## src/rtl/decode_stage.sv

```systemverilog
// ---------------------------------------------------------------------------
// decode_stage
//
// Registered RV32I / RV32IM instruction decode stage between fetch and
// execute. It takes one instruction per accept cycle, decodes it into a
// control bundle plus a sign-extended immediate, and holds that bundle until
// execute consumes it. Once execute consumes a load or store, a small FSM
// stops new instructions from being accepted until the LSU reports
// completion or a wait timeout expires.
//
// Parameters:
//   XLEN        - datapath width (32 or 64); sets the width of pc and imm
//   ENABLE_M    - 1 decodes OP with funct7=0000001 as M-extension ops
//   MEM_TIMEOUT - number of MEM_WAIT cycles before abort; 0 disables it
//
// Ports:
//   clk_i, rst_ni          clock, asynchronous active-low reset
//   instr_i, pc_i          fetched instruction and its PC
//   instr_valid_i/_ready_o fetch-side handshake
//   flush_i                drops the held bundle and any memory wait
//   mem_done_i             LSU finished the outstanding access
//   dec_valid_o/ready_i    execute-side handshake
//   pc_o .. imm_o          decoded bundle fields
//   reg_write_o .. lui_o   control flags
//   illegal_o              bundle carries an illegal encoding
//   mem_busy_o             FSM is waiting on memory
//   mem_timeout_o          one-cycle pulse when a memory wait is aborted
// ---------------------------------------------------------------------------
module decode_stage #(
    parameter int XLEN        = 32,
    parameter int ENABLE_M    = 0,
    parameter int MEM_TIMEOUT = 255
) (
    input  logic            clk_i,
    input  logic            rst_ni,
    input  logic [31:0]     instr_i,
    input  logic [XLEN-1:0] pc_i,
    input  logic            instr_valid_i,
    output logic            instr_ready_o,
    input  logic            flush_i,
    input  logic            mem_done_i,
    output logic            dec_valid_o,
    input  logic            dec_ready_i,
    output logic [XLEN-1:0] pc_o,
    output logic [4:0]      alu_op_o,
    output logic [4:0]      rs1_o,
    output logic [4:0]      rs2_o,
    output logic [4:0]      rd_o,
    output logic [2:0]      funct3_o,
    output logic [XLEN-1:0] imm_o,
    output logic            reg_write_o,
    output logic            branch_o,
    output logic            jump_o,
    output logic            jalr_o,
    output logic            mem_read_o,
    output logic            mem_write_o,
    output logic            mem_to_reg_o,
    output logic            use_imm_o,
    output logic            use_pc_o,
    output logic            lui_o,
    output logic            illegal_o,
    output logic            mem_busy_o,
    output logic            mem_timeout_o
);

    localparam logic [6:0] OPC_LUI    = 7'b0110111;
    localparam logic [6:0] OPC_AUIPC  = 7'b0010111;
    localparam logic [6:0] OPC_JAL    = 7'b1101111;
    localparam logic [6:0] OPC_JALR   = 7'b1100111;
    localparam logic [6:0] OPC_BRANCH = 7'b1100011;
    localparam logic [6:0] OPC_LOAD   = 7'b0000011;
    localparam logic [6:0] OPC_STORE  = 7'b0100011;
    localparam logic [6:0] OPC_OPIMM  = 7'b0010011;
    localparam logic [6:0] OPC_OP     = 7'b0110011;
    localparam logic [6:0] OPC_FENCE  = 7'b0001111;

    localparam logic [4:0] ALU_ADD  = 5'b00000;
    localparam logic [4:0] ALU_SLT  = 5'b00001;
    localparam logic [4:0] ALU_AND  = 5'b00010;
    localparam logic [4:0] ALU_OR   = 5'b00011;
    localparam logic [4:0] ALU_XOR  = 5'b00100;
    localparam logic [4:0] ALU_SLL  = 5'b00101;
    localparam logic [4:0] ALU_SRL  = 5'b00110;
    localparam logic [4:0] ALU_SUB  = 5'b00111;
    localparam logic [4:0] ALU_SRA  = 5'b01000;
    localparam logic [4:0] ALU_SLTU = 5'b01001;

    // Counter just wide enough to hold MEM_TIMEOUT.
    localparam int CW = (MEM_TIMEOUT > 1) ? $clog2(MEM_TIMEOUT + 1) : 1;
    localparam logic [CW:0] TIMEOUT_VAL = (CW + 1)'(MEM_TIMEOUT);

    typedef enum logic {
        ST_RUN,
        ST_MEM_WAIT
    } state_t;

    state_t      state_q, state_d;
    logic [CW-1:0] cnt_q, cnt_d;
    logic [CW:0]   cnt_inc;
    logic        timeout_d;

    logic [6:0]  opcode;
    logic [2:0]  funct3;
    logic [6:0]  funct7;
    logic        shift_hi_zero;
    logic        shift_hi_sra;
    logic [31:0] imm_i32, imm_s32, imm_b32, imm_u32, imm_j32;

    logic [4:0]  d_alu_op;
    logic [31:0] d_imm32;
    logic        d_reg_write, d_branch, d_jump, d_jalr;
    logic        d_mem_read, d_mem_write, d_mem_to_reg;
    logic        d_use_imm, d_use_pc, d_lui, d_illegal;

    logic        accept;
    logic        consume;

    assign opcode = instr_i[6:0];
    assign funct3 = instr_i[14:12];
    assign funct7 = instr_i[31:25];

    // On RV64 the shift amount grows to six bits, so only instr[31:26]
    // distinguishes logical from arithmetic shifts.
    assign shift_hi_zero = (XLEN == 64) ? (instr_i[31:26] == 6'b000000)
                                        : (funct7 == 7'b0000000);
    assign shift_hi_sra  = (XLEN == 64) ? (instr_i[31:26] == 6'b010000)
                                        : (funct7 == 7'b0100000);

    assign imm_i32 = {{20{instr_i[31]}}, instr_i[31:20]};
    assign imm_s32 = {{20{instr_i[31]}}, instr_i[31:25], instr_i[11:7]};
    assign imm_b32 = {{20{instr_i[31]}}, instr_i[7], instr_i[30:25], instr_i[11:8], 1'b0};
    assign imm_u32 = {instr_i[31:12], 12'b0};
    assign imm_j32 = {{12{instr_i[31]}}, instr_i[19:12], instr_i[20], instr_i[30:21], 1'b0};

    assign instr_ready_o = (state_q == ST_RUN) && (!dec_valid_o || dec_ready_i) && !flush_i;
    assign accept        = instr_valid_i && instr_ready_o;
    assign consume       = dec_valid_o && dec_ready_i;
    assign mem_busy_o    = (state_q == ST_MEM_WAIT);

    // Combinational decode of the incoming instruction. Every class sets its
    // own flags on top of an all-zero default; anything illegal is squashed
    // back to a harmless bundle at the end so execute never acts on it.
    always_comb begin
        d_alu_op     = ALU_ADD;
        d_imm32      = imm_i32;
        d_reg_write  = 1'b0;
        d_branch     = 1'b0;
        d_jump       = 1'b0;
        d_jalr       = 1'b0;
        d_mem_read   = 1'b0;
        d_mem_write  = 1'b0;
        d_mem_to_reg = 1'b0;
        d_use_imm    = 1'b0;
        d_use_pc     = 1'b0;
        d_lui        = 1'b0;
        d_illegal    = 1'b0;

        case (opcode)
            OPC_LUI: begin
                d_imm32     = imm_u32;
                d_reg_write = 1'b1;
                d_use_imm   = 1'b1;
                d_lui       = 1'b1;
            end
            OPC_AUIPC: begin
                d_imm32     = imm_u32;
                d_reg_write = 1'b1;
                d_use_imm   = 1'b1;
                d_use_pc    = 1'b1;
            end
            OPC_JAL: begin
                d_imm32     = imm_j32;
                d_reg_write = 1'b1;
                d_jump      = 1'b1;
                d_use_imm   = 1'b1;
                d_use_pc    = 1'b1;
            end
            OPC_JALR: begin
                d_reg_write = 1'b1;
                d_jump      = 1'b1;
                d_jalr      = 1'b1;
                d_use_imm   = 1'b1;
                d_illegal   = (funct3 != 3'b000);
            end
            OPC_BRANCH: begin
                d_imm32  = imm_b32;
                d_branch = 1'b1;
                case (funct3[2:1])
                    2'b00:   d_alu_op = ALU_SUB;
                    2'b10:   d_alu_op = ALU_SLT;
                    2'b11:   d_alu_op = ALU_SLTU;
                    default: d_illegal = 1'b1;
                endcase
            end
            OPC_LOAD: begin
                d_reg_write  = 1'b1;
                d_mem_read   = 1'b1;
                d_mem_to_reg = 1'b1;
                d_use_imm    = 1'b1;
                d_illegal    = (funct3 == 3'b011) || (funct3 == 3'b110) || (funct3 == 3'b111);
            end
            OPC_STORE: begin
                d_imm32     = imm_s32;
                d_mem_write = 1'b1;
                d_use_imm   = 1'b1;
                d_illegal   = (funct3 > 3'b010);
            end
            OPC_OPIMM: begin
                d_reg_write = 1'b1;
                d_use_imm   = 1'b1;
                case (funct3)
                    3'b000: d_alu_op = ALU_ADD;
                    3'b010: d_alu_op = ALU_SLT;
                    3'b011: d_alu_op = ALU_SLTU;
                    3'b100: d_alu_op = ALU_XOR;
                    3'b110: d_alu_op = ALU_OR;
                    3'b111: d_alu_op = ALU_AND;
                    3'b001: begin
                        d_alu_op  = ALU_SLL;
                        d_illegal = !shift_hi_zero;
                    end
                    default: begin
                        d_alu_op  = shift_hi_sra ? ALU_SRA : ALU_SRL;
                        d_illegal = !(shift_hi_zero || shift_hi_sra);
                    end
                endcase
            end
            OPC_OP: begin
                d_reg_write = 1'b1;
                if (funct7 == 7'b0000000) begin
                    case (funct3)
                        3'b000:  d_alu_op = ALU_ADD;
                        3'b001:  d_alu_op = ALU_SLL;
                        3'b010:  d_alu_op = ALU_SLT;
                        3'b011:  d_alu_op = ALU_SLTU;
                        3'b100:  d_alu_op = ALU_XOR;
                        3'b101:  d_alu_op = ALU_SRL;
                        3'b110:  d_alu_op = ALU_OR;
                        default: d_alu_op = ALU_AND;
                    endcase
                end else if (funct7 == 7'b0100000 && funct3 == 3'b000) begin
                    d_alu_op = ALU_SUB;
                end else if (funct7 == 7'b0100000 && funct3 == 3'b101) begin
                    d_alu_op = ALU_SRA;
                end else if (funct7 == 7'b0000001 && ENABLE_M != 0) begin
                    d_alu_op = {2'b10, funct3};
                end else begin
                    d_illegal = 1'b1;
                end
            end
            OPC_FENCE: begin
                // Nothing to do downstream: a legal bundle with no effects.
            end
            default: d_illegal = 1'b1;
        endcase

        if (instr_i[1:0] != 2'b11) begin
            d_illegal = 1'b1;
        end

        if (d_illegal) begin
            d_alu_op     = ALU_ADD;
            d_reg_write  = 1'b0;
            d_branch     = 1'b0;
            d_jump       = 1'b0;
            d_jalr       = 1'b0;
            d_mem_read   = 1'b0;
            d_mem_write  = 1'b0;
            d_mem_to_reg = 1'b0;
            d_use_imm    = 1'b0;
            d_use_pc     = 1'b0;
            d_lui        = 1'b0;
        end
    end

    // Output bundle register. Flush wins over everything, then a new
    // accept reloads the bundle (even if the old one is consumed in the
    // same cycle), otherwise a consumed bundle simply goes invalid while
    // the fields keep their last values.
    always_ff @(posedge clk_i or negedge rst_ni) begin
        if (!rst_ni) begin
            dec_valid_o  <= 1'b0;
            pc_o         <= '0;
            alu_op_o     <= '0;
            rs1_o        <= '0;
            rs2_o        <= '0;
            rd_o         <= '0;
            funct3_o     <= '0;
            imm_o        <= '0;
            reg_write_o  <= 1'b0;
            branch_o     <= 1'b0;
            jump_o       <= 1'b0;
            jalr_o       <= 1'b0;
            mem_read_o   <= 1'b0;
            mem_write_o  <= 1'b0;
            mem_to_reg_o <= 1'b0;
            use_imm_o    <= 1'b0;
            use_pc_o     <= 1'b0;
            lui_o        <= 1'b0;
            illegal_o    <= 1'b0;
        end else if (flush_i) begin
            dec_valid_o <= 1'b0;
        end else if (accept) begin
            dec_valid_o  <= 1'b1;
            pc_o         <= pc_i;
            alu_op_o     <= d_alu_op;
            rs1_o        <= instr_i[19:15];
            rs2_o        <= instr_i[24:20];
            rd_o         <= instr_i[11:7];
            funct3_o     <= funct3;
            imm_o        <= XLEN'($signed(d_imm32));
            reg_write_o  <= d_reg_write;
            branch_o     <= d_branch;
            jump_o       <= d_jump;
            jalr_o       <= d_jalr;
            mem_read_o   <= d_mem_read;
            mem_write_o  <= d_mem_write;
            mem_to_reg_o <= d_mem_to_reg;
            use_imm_o    <= d_use_imm;
            use_pc_o     <= d_use_pc;
            lui_o        <= d_lui;
            illegal_o    <= d_illegal;
        end else if (consume) begin
            dec_valid_o <= 1'b0;
        end
    end

    // Memory-wait FSM state, wait counter and the registered timeout pulse.
    always_ff @(posedge clk_i or negedge rst_ni) begin
        if (!rst_ni) begin
            state_q       <= ST_RUN;
            cnt_q         <= '0;
            mem_timeout_o <= 1'b0;
        end else begin
            state_q       <= state_d;
            cnt_q         <= cnt_d;
            mem_timeout_o <= timeout_d;
        end
    end

    // Next-state logic. The timeout fires in the wait cycle where the
    // counter would reach MEM_TIMEOUT; a completion in that same cycle takes
    // precedence so a finished access is never reported as aborted.
    always_comb begin
        state_d   = state_q;
        cnt_d     = cnt_q;
        timeout_d = 1'b0;
        cnt_inc   = (CW + 1)'(cnt_q) + (CW + 1)'(1);

        if (flush_i) begin
            state_d = ST_RUN;
            cnt_d   = '0;
        end else begin
            case (state_q)
                ST_RUN: begin
                    cnt_d = '0;
                    if (consume && (mem_read_o || mem_write_o)) begin
                        state_d = ST_MEM_WAIT;
                    end
                end
                default: begin
                    if (mem_done_i) begin
                        state_d = ST_RUN;
                        cnt_d   = '0;
                    end else if (MEM_TIMEOUT != 0 && cnt_inc == TIMEOUT_VAL) begin
                        state_d   = ST_RUN;
                        cnt_d     = '0;
                        timeout_d = 1'b1;
                    end else if (cnt_q != '1) begin
                        cnt_d = cnt_q + CW'(1);
                    end
                end
            endcase
        end
    end

endmodule

```

## config.mk

```make
export PLATFORM = sky130hd
export DESIGN_NAME = decode_stage
export DESIGN_NICKNAME = d
export VERILOG_FILES = /design/src/rtl/decode_stage.sv
export SDC_FILE = /design/constraint.sdc
export NUM_CORES = 1
export LEC_CHECK = 0
export ABC_AREA = 1
export BUFFER_PORTS_ARGS = -buffer_cell sky130_fd_sc_hd__buf_4
export CORE_AREA = 3 3 108 110
export CTS_CLUSTER_SIZE = 12
export DETAILED_ROUTE_END_ITERATION = 7
export DIE_AREA = 0 0 111 113
export GPL_TIMING_DRIVEN = 0
export HOLD_SLACK_MARGIN = 0.02
export PLACE_DENSITY = 0.72
export SYNTH_ARGS = -nofsm -noshare
export SYNTH_HDL_FRONTEND = slang
export SYNTH_SLANG_ARGS = --single-unit
export TNS_END_PERCENT = 5
```

## constraint.sdc

```tcl
create_clock -name clk_i -period 1.7 [get_ports clk_i]
set_input_delay 0.085 -clock clk_i [delete_from_list [all_inputs] [get_ports clk_i]]
set_output_delay 0.085 -clock clk_i [all_outputs]
set_load 0.01 [all_outputs]
```

==> out/summary.txt <==
status - finished, final reports clean
Nets - 901
Mapped Cells - 588
Die Y - 113 um
biggest area consumer among synthesized cells - dfrtp_1
Crit. End Element - register
WP buf/inv - 3
vias in the first global route - 4,862
post-route antenna net violation count - 0
clk_lat worst skew - 360 ps
Max Clk Rate - 604 MHz
routed len/inst - 14.7 um
Clock transition at path regs - 90 ps
Initial Util - 0.449
Critical Path AT - 1950 ps
register area share after synthesis - 0.553
Peak supply drop - 0.467 mV
GPL Wtd Cong - 0.889
die width - 111 um
drt first-iter violations - 347
P&R area growth vs syn - 46.6%
highest routed layer - met4
Max-Cap Viols - 0
syn_area_per_cell - 8.24 um^2
commonest non-fill, non-tap cells in the layout - nand2_1 (238), buf_4 (172), dfrtp_1 (107)
Netlist cell types - 32
period utilization - 0.973
min cycle time layout - 1650 ps
# setup viols final - 0
first-pass GRT wire length - 23,700 um
Synth Cell Area - 0.00485 mm^2
H-Tree Depth - 3
Post-DP Area - 0.00629 mm^2
largest net degree at the start of global routing - 108
metal3 WL - 823 um
Final Max Slew Viols - 0
Worst path max stage delay - 420 ps
commonest non-fill, non-tap cell in the layout - nand2_1
synth top area cells - dfrtp_1 (55%), nand2_1 (19%), nor2_1 (4.2%), nand3_1 (3.7%), inv_1 (3.0%)
root buf cell - clkbuf_8
Power Dens Cells - 825 mW/mm^2
HPWL Detailed - 10,100 um
Syn Nets - 660
Clock Sink Count - 107
CP max stage cell - dfrtp_1
antenna violations before repair - 0
Syn. warnings - 0
Hold Fails Final Rpt - 0
critical path class - register to register
RSZ-0062 raised after global routing - yes
crit-path cells - inv_1 -> nor2_1 -> nor3_4 -> nand2_4 -> inv_4 -> buf_2 -> nand3_1 -> nand2_1
top cell type's share of synthesized area - 0.553
antenna diode count - 0
Die ar. - 0.0125 mm^2
Max FO, Critical Path - 10
Hold WS - 43.2 ps
met2 WL - 6950 um
overall power - 0.00586 W
crit path launch type - register
Hold Crit Class - input pin to register
Clock Path Buffers - 2
cell row count - 38
GR Overflow Total - 0
CTS tree - built
post-synthesis register bit count - 107
count of input and output buffers - 169
static leakage - 3.79 nW
delay-heaviest family, CP - simple AND/OR/NAND/NOR gates
number of primary I/O pins - 172
final wirelength - 14,300 um
DR vias/cell - 4.95
fin area - 0.00711 mm^2
share of layout cells above drive strength 1 - 0.276
Pre-antenna DRT Iters - 4
DRC errors left - 0
Setup Skew - 4.58 ps
Core Box Area - 0.0108 mm^2
Final Util - 0.658
Num CTS Buffers - 9
WP data required - 2000 ps
Filler cells - 871
Post-Route M1 WL - 6230 um
DR vias - 4,807
Global Route Usage Sum - 0.231
==> final timing paths <==
check	slack [ps]	cells past startpoint	start	end
worst min register to register	480	2	pc_o[31]	pc_o[31]
worst max-delay path	50	8	dec_valid_o	imm_o[5]
worst max register to register	50	8	dec_valid_o	imm_o[5]
worst min-delay path	40	3	instr_i[25]	imm_o[5]
max in group asynchronous	970	3	rst_ni	pc_o[18]
min in group asynchronous	60	2	rst_ni	imm_o[2]
==> cells in the mapped netlist (all sizes together) <==
master     n
buf       15
o21ai     13
a21oi     10
o2111ai    1
ha         2
nor3       7
o21bai     1
inv       44
nand3     39
xnor2      3
clkbuf     8
o221ai     5
o31ai      2
o211ai     1
xor2       2
o22ai     12
a2bb2oi    9
and2       1
nand2    246
or2        4
dfrtp    107
conb       1
nor2      55
==> stage by stage <==
| stage | cells | setup TNS, ps | setup WS [ps] |
|---|---|---|---|
| global placement | 897 | -48.5 | -41.5 |
| floorplan | 588 | 0 | 162 |
| CTS | 969 | 0 | 23.5 |
| detailed placement | 897 | -799 | -65.0 |
| global route | 972 | -1470 | -76.0 |
| finish | 972 | 0 | 45.3 |
==> power by group <==
group	total, W	internal, W	switching (W)
combinational	0.00150	0.000771	0.000726
sequential	0.00304	0.00285	0.000187
clock	0.00133	0.000515	0.000811
total	0.00586	0.00414	0.00172
==> area by class of cell <==
cell class / count / area (um^2) / area share
clock inverters: 3 / 17.5 / 0.00247
flip-flops and latches: 107 / 2680 / 0.377
multi-input cells: 414 / 1920 / 0.270
well taps: 140 / 175 / 0.0247
plain buffers: 23 / 118 / 0.0166
repair buffers: 230 / 1900 / 0.267
clock buffers: 11 / 131 / 0.0185
inverters: 44 / 168 / 0.0236
==> registers in the layout (all words and copies together) (netlist names) <==
| name | cells |
|---|---|
| rs1_o | 5 |
| cnt_q | 8 |
| funct3_o | 3 |
| jump_o | 1 |
| alu_op_o | 4 |
| use_pc_o | 1 |
| mem_busy_o | 1 |
| mem_write_o | 1 |
| reg_write_o | 1 |
| rs2_o | 5 |
| lui_o | 1 |
| pc_o | 32 |
| mem_timeout_o | 1 |
| mem_to_reg_o | 1 |
| illegal_o | 1 |
| rd_o | 5 |
| use_imm_o | 1 |
| jalr_o | 1 |
| dec_valid_o | 1 |
| imm_o | 32 |
| branch_o | 1 |
==> worst register-to-register path: stages, from the launching register on <==
cell and delay (ps):
dfrtp_1 420, inv_1 90, nor2_1 70, nor3_4 160, nand2_4 170, inv_4 150
buf_2 270, nand3_1 170, nand2_1 90
==> per-layer routing <==
metal,vias to the layer above,global-route usage
met4,0,0.0829
met5,-,0
met2,158,0.377
li1,2336,-
met3,21,0.0428
met1,2292,0.311
==> cells by family (layout without fill, tap and decap cells) <==
group,after synthesis,after routing,synth area share
AO/OA/AOI/OAI,54,54,0.0733
other,1,1,0.000774
flip-flops,107,107,0.553
XOR/XNOR,5,5,0.00904
adder cells (fa/ha/maj),2,2,0.00516
buffers and inverters,67,311,0.0573
AND/OR/NAND/NOR,352,352,0.302
==> what timing repair did <==
action                                 CTS  global route
setup endpoints to repair               46            47
endpoints found under the hold margin   63           107
hold buffers                            58             1
resized for setup                        4            13
setup buffers                            0             1
pin swaps                                0             1
Power figures use the tool's default switching activity.
